===== src/rtl/cb_shift_pkg.sv =====
// Shared mode codes, FSM state type and helpers for the universal shift register.
package cb_shift_pkg;

    localparam int unsigned MODE_W = 3;

    localparam logic [MODE_W-1:0] MODE_HOLD = 3'd0;
    localparam logic [MODE_W-1:0] MODE_LOAD = 3'd1;
    localparam logic [MODE_W-1:0] MODE_SHL  = 3'd2;
    localparam logic [MODE_W-1:0] MODE_SHR  = 3'd3;
    localparam logic [MODE_W-1:0] MODE_ROL  = 3'd4;
    localparam logic [MODE_W-1:0] MODE_ROR  = 3'd5;
    localparam logic [MODE_W-1:0] MODE_CLR  = 3'd6;

    typedef enum logic {
        IDLE  = 1'b0,
        BURST = 1'b1
    } state_t;

    // Only shifts and rotates may start a burst.
    function automatic logic is_shift(input logic [MODE_W-1:0] m);
        return (m == MODE_SHL) || (m == MODE_SHR) || (m == MODE_ROL) || (m == MODE_ROR);
    endfunction

endpackage


===== src/rtl/cb_shift_next.sv =====
// Combinational next-value of the register for one operation; shared by manual and burst paths.
module cb_shift_next
    import cb_shift_pkg::*;
#(
    parameter int unsigned     WIDTH     = 8,
    parameter logic [WIDTH-1:0] RESET_VAL = '0
) (
    input  logic [WIDTH-1:0]  q,
    input  logic [MODE_W-1:0] op,
    input  logic              sin_l,
    input  logic              sin_r,
    input  logic [WIDTH-1:0]  d,
    output logic [WIDTH-1:0]  nxt_c
);

    always_comb begin
        nxt_c = q;
        case (op)
            MODE_LOAD: nxt_c = d;
            MODE_SHL:  nxt_c = {q[WIDTH-2:0], sin_r};
            MODE_SHR:  nxt_c = {sin_l, q[WIDTH-1:1]};
            MODE_ROL:  nxt_c = {q[WIDTH-2:0], q[WIDTH-1]};
            MODE_ROR:  nxt_c = {q[0], q[WIDTH-1:1]};
            MODE_CLR:  nxt_c = RESET_VAL;
            default:   nxt_c = q;
        endcase
    end

endmodule


===== src/rtl/cb_shift_reg_burst.sv =====
// Universal shift register with clock enable and an autonomous N-shift burst mode.
module cb_shift_reg_burst
    import cb_shift_pkg::*;
#(
    parameter int unsigned      WIDTH     = 8,
    parameter logic [WIDTH-1:0] RESET_VAL = '0,
    parameter int unsigned      CNT_W     = $clog2(WIDTH + 1)
) (
    input  logic              clk,
    input  logic              rst,
    input  logic              en,
    input  logic [2:0]        mode,
    input  logic [WIDTH-1:0]  d,
    input  logic              sin_l,
    input  logic              sin_r,
    input  logic [CNT_W-1:0]  burst_len,
    input  logic              start,
    output logic [WIDTH-1:0]  q,
    output logic              sout_msb,
    output logic              sout_lsb,
    output logic              busy,
    output logic              done
);

    state_t            state_q, state_d;
    logic [CNT_W-1:0]  cnt_q, cnt_d;
    logic [MODE_W-1:0] dir_q, dir_d;
    logic              done_d;
    logic [WIDTH-1:0]  q_d;
    logic [MODE_W-1:0] op_c;
    logic [WIDTH-1:0]  nxt_c;

    // In a burst the latched direction drives the shifter; otherwise the live mode does.
    assign op_c = (state_q == BURST) ? dir_q : mode;

    cb_shift_next #(
        .WIDTH     (WIDTH),
        .RESET_VAL (RESET_VAL)
    ) u_next (
        .q     (q),
        .op    (op_c),
        .sin_l (sin_l),
        .sin_r (sin_r),
        .d     (d),
        .nxt_c (nxt_c)
    );

    always_ff @(posedge clk) begin
        if (rst) begin
            state_q <= IDLE;
            cnt_q   <= '0;
            dir_q   <= MODE_HOLD;
            done    <= 1'b0;
            q       <= RESET_VAL;
        end else begin
            state_q <= state_d;
            cnt_q   <= cnt_d;
            dir_q   <= dir_d;
            done    <= done_d;
            q       <= q_d;
        end
    end

    // Next-state, counter, done pulse and register update.
    always_comb begin
        state_d = state_q;
        cnt_d   = cnt_q;
        dir_d   = dir_q;
        done_d  = 1'b0;
        q_d     = q;
        if (en) begin
            case (state_q)
                IDLE: begin
                    if (start && is_shift(mode)) begin
                        if (burst_len == CNT_W'(0)) begin
                            done_d = 1'b1;
                        end else if (burst_len == CNT_W'(1)) begin
                            q_d    = nxt_c;
                            done_d = 1'b1;
                        end else begin
                            q_d     = nxt_c;
                            dir_d   = mode;
                            cnt_d   = burst_len - CNT_W'(1);
                            state_d = BURST;
                        end
                    end else begin
                        q_d = nxt_c;
                    end
                end
                BURST: begin
                    q_d   = nxt_c;
                    cnt_d = cnt_q - CNT_W'(1);
                    if (cnt_q == CNT_W'(1)) begin
                        state_d = IDLE;
                        done_d  = 1'b1;
                    end
                end
                default: state_d = IDLE;
            endcase
        end
    end

    assign busy     = (state_q == BURST);
    assign sout_msb = q[WIDTH-1];
    assign sout_lsb = q[0];

endmodule


===== config.mk =====
export PLATFORM = sky130hd
export DESIGN_NAME = cb_shift_reg_burst
export DESIGN_NICKNAME = d
export VERILOG_FILES = /design/src/rtl/cb_shift_pkg.sv /design/src/rtl/cb_shift_next.sv /design/src/rtl/cb_shift_reg_burst.sv
export SDC_FILE = /design/constraint.sdc
export NUM_CORES = 1
export LEC_CHECK = 0
export CORE_UTILIZATION = 40
export DETAILED_ROUTE_END_ITERATION = 6
export PLACE_DENSITY = 0.69
export SKIP_LAST_GASP = 1
export SLEW_MARGIN = 20
export SYNTH_ARGS = -nofsm -noshare
export SYNTH_HDL_FRONTEND = slang
export SYNTH_SLANG_ARGS = --single-unit

===== constraint.sdc =====
create_clock -name clk -period 4.5 [get_ports clk]
set_clock_uncertainty 0.05 [all_clocks]
set_input_delay 0.45 -clock clk [delete_from_list [all_inputs] [get_ports clk]]
set_output_delay 0.45 -clock clk [all_outputs]
set_load 0.05 [all_outputs]

==> out/qor.yml <==
outcome:
  status: "completed"
drt:
  viasPerCell: 5.60
  wl_met3_um: 144
  drtAntennaViolNets: 0
  finalWirelength_um: 2900
  vias: 1126
  drt-pass1-iter-count: 4
  wl_met2_um: 1340
  wirelength_met1_um: 1360
  routedWlPerCell_um: 14.4
  drc: 0
  highest_layer: "met4"
  drt-initial-drc-count: 45
logic_synthesis:
  yosys.area_share.adder_pct: 6.12
  yosysSeqAreaShare_pct: 28.7
  ys_ff_latch: 17
  synth_top_family_by_area: "compound AO/OA/AOI/OAI gates"
  synth_compound_area_share_pct: 20.6
  synth_ff_type: "dfxtp_1"
  synth_fp_nets: 168
  synth_mux_area_share_pct: 15.1
  ys_top_cells_by_area: "dfxtp_1 29%, mux2i_1 12%, a21oi_1 6.8%"
  syn_inst: 142
  synth_top_area_cell: "dfxtp_1"
  avgSynthCellArea_um2: 8.35
  synth_xor_area_share_pct: 3.59
  syn_area_mm2: 0.00119
  synthArstFlopShare_pct: 0
  synth_edf_count: 0
  synth_cell_types: 41
  synthSimpleGateAreaFrac_pct: 18.6
  yosys_warnings: 0
  synth_top_area_share_pct: 28.7
final_layout:
  layout_commonest_cell: "clkdlybuf4s50_1"
  areaGrowthSynthToFinish_pct: 28.1
  final_cells: 201
  final_cell_mix: "32 x clkdlybuf4s50_1, 18 x nor2_1, 17 x dfxtp_1, 16 x a21oi_1, 13 x mux2i_1"
  num_antenna_cells: 0
  final_nets: 197
  fillers: 274
  drive_gt1_share_pct: 8.24
global_routing:
  grtUsageTotal_pct: 19.3
  grt_pass1_vias: 1064
  grt_max_degree: 19
  grt_overflow: 0
  antenna_found_initial: 0
  grt_pass1_wl_um: 4840
sta:
  slew-limit-headroom_pct: 48.1
  hold_viol_final: 0
  finalCriticalPeriod_ns: 2.57
  rsz0062_at_grt: "no"
  period_share_pct: 57.0
  fmax_mhz: 390
  drv_slew: 0
  worstMarginPinSlew_ns: 0.763
  setup_tns_ns: 0
  setup_viol: 0
critical_path:
  worst-setup-path-type: "reg2reg"
  path_max_fanout: 18
  critPathLaunchType: "flop"
  arrival_ns: 2.76
  timing.rr.start: "busy$_SDFFE_PP0P_"
  critPathLaunch: "busy$_SDFFE_PP0P_"
  end_kind: "flop"
  cp.required_ns: 4.70
place:
  dp_hpwl_um: 2150
  post-place-cells: 197
  gp_congestion: 0.794
  portBuffers: 32
clock_tree:
  max-clock-path-buffers: 2
  worstSkewPairLatency_ns: 0.30
  holdBufCountCts: 0
  clkTransAtPathRegs_ns: 0.10
  cts_resized: 0
  cts_tree: "yes"
  cts_sinks: 17
  htreeDepth: 1
  post_cts_buffers: 0
  root_buffer: "clkbuf_4"
  cts_made_buffers: 3
pwr:
  power_density_mw_per_mm2: 275
  p_leak_nw: 0.585
  irDropWorstVdd_v: 0.000180
  power_uw: 418
hold_path:
  worstHoldStart: "cnt_q[3]$_SDFFE_PP0P_"
  hold_path.class: "reg2reg"
floorplan:
  die_x_um: 56.5
  initial_core_util_pct: 42.6
  die_h_um: 56.5
  pin_count: 33
  rows: 19
  core-area_mm2: 0.00278
  dieArea_mm2: 0.00319
flow_run:
  max_cap_violations: 0
==> cells in the mapped netlist, drive strengths merged (2+ instances only) <==
library cell  count
ha                5
a21oi            16
buf               7
nand4             2
nand2             8
mux2i            16
inv               8
dfxtp            17
nor2b             3
a31oi             2
nor3              3
nor2             18
a311oi            2
xor2              3
nand3b            2
nand3             2
o21ai            10
a211oi            2
==> critical path, stage by stage, from the launching register on <==
cell	delay, ns
dfxtp_1	0.83
mux2i_2	0.75
or3_4	0.28
nand4_1	0.16
a2111oi_2	0.31
a31o_1	0.14
==> power breakdown <==
part,switching (mW),leakage [nW],total [mW],internal [mW]
registers,0.0162,0.139,0.178,0.162
clock network,0.0514,0.0177,0.0846,0.0331
logic,0.0884,0.428,0.155,0.0665
total,0.156,0.585,0.418,0.261
==> through the flow <==
step	hold slack (ns)	area, um2	util (%)	worst slack, ns
final	0.466	1520	54.6	1.93
after global routing	0.508	1520	54.6	1.80
after CTS	0.460	1520	54.5	1.69
after detailed placement	0.437	1490	53.5	1.71
after global placement	0.424	1490	53.5	1.85
after floorplan	0.411	1190	-	2.46
==> kinds of logic (layout without fill, tap and decap cells) <==
group / after synthesis / after routing
AOI/OAI and AO/OA: 38 / 38
xor gates and xnor gates: 4 / 4
adders and majority gates: 6 / 6
buffers and inverters: 16 / 44
DFF: 17 / 17
muxes: 17 / 17
and+or+nand+nor: 44 / 44
==> per-layer routing <==
layer | GRT usage, % | up-vias
li1 | - | 561
met1 | 24.9 | 533
met2 | 31.1 | 27
met3 | 3.69 | 5
met4 | 8.36 | 0
met5 | 0 | -
==> flip-flops by register name, summed over array words and instances (netlist names) <==
signal,cells
q,8
done,1
busy,1
dir_q,3
cnt_q,4
==> worst paths after layout <==
| check | to | slack [ns] | cells past startpoint |
|---|---|---|---|
| worst min register to register | cnt_q[3]$_SDFFE_PP0P_ | 0.47 | 2 |
| worst max register to register | q[7]$_SDFFE_PP0P_ | 1.93 | 5 |
| worst max-delay path | q[7]$_SDFFE_PP0P_ | 1.93 | 5 |
| worst min-delay path | cnt_q[3]$_SDFFE_PP0P_ | 0.47 | 2 |
==> area by class of cell <==
type	count	area [um2]	area share, %
Clock inverter	1	5.00	0.329
Tap cell	31	38.8	2.55
Inverter	8	30.0	1.98
Clock buffer	3	22.5	1.48
Sequential cell	17	340	22.4
Timing Repair Buffer	32	320	21.1
Multi-Input combinational cell	109	762	50.2
Power figures use the tool's default switching activity.
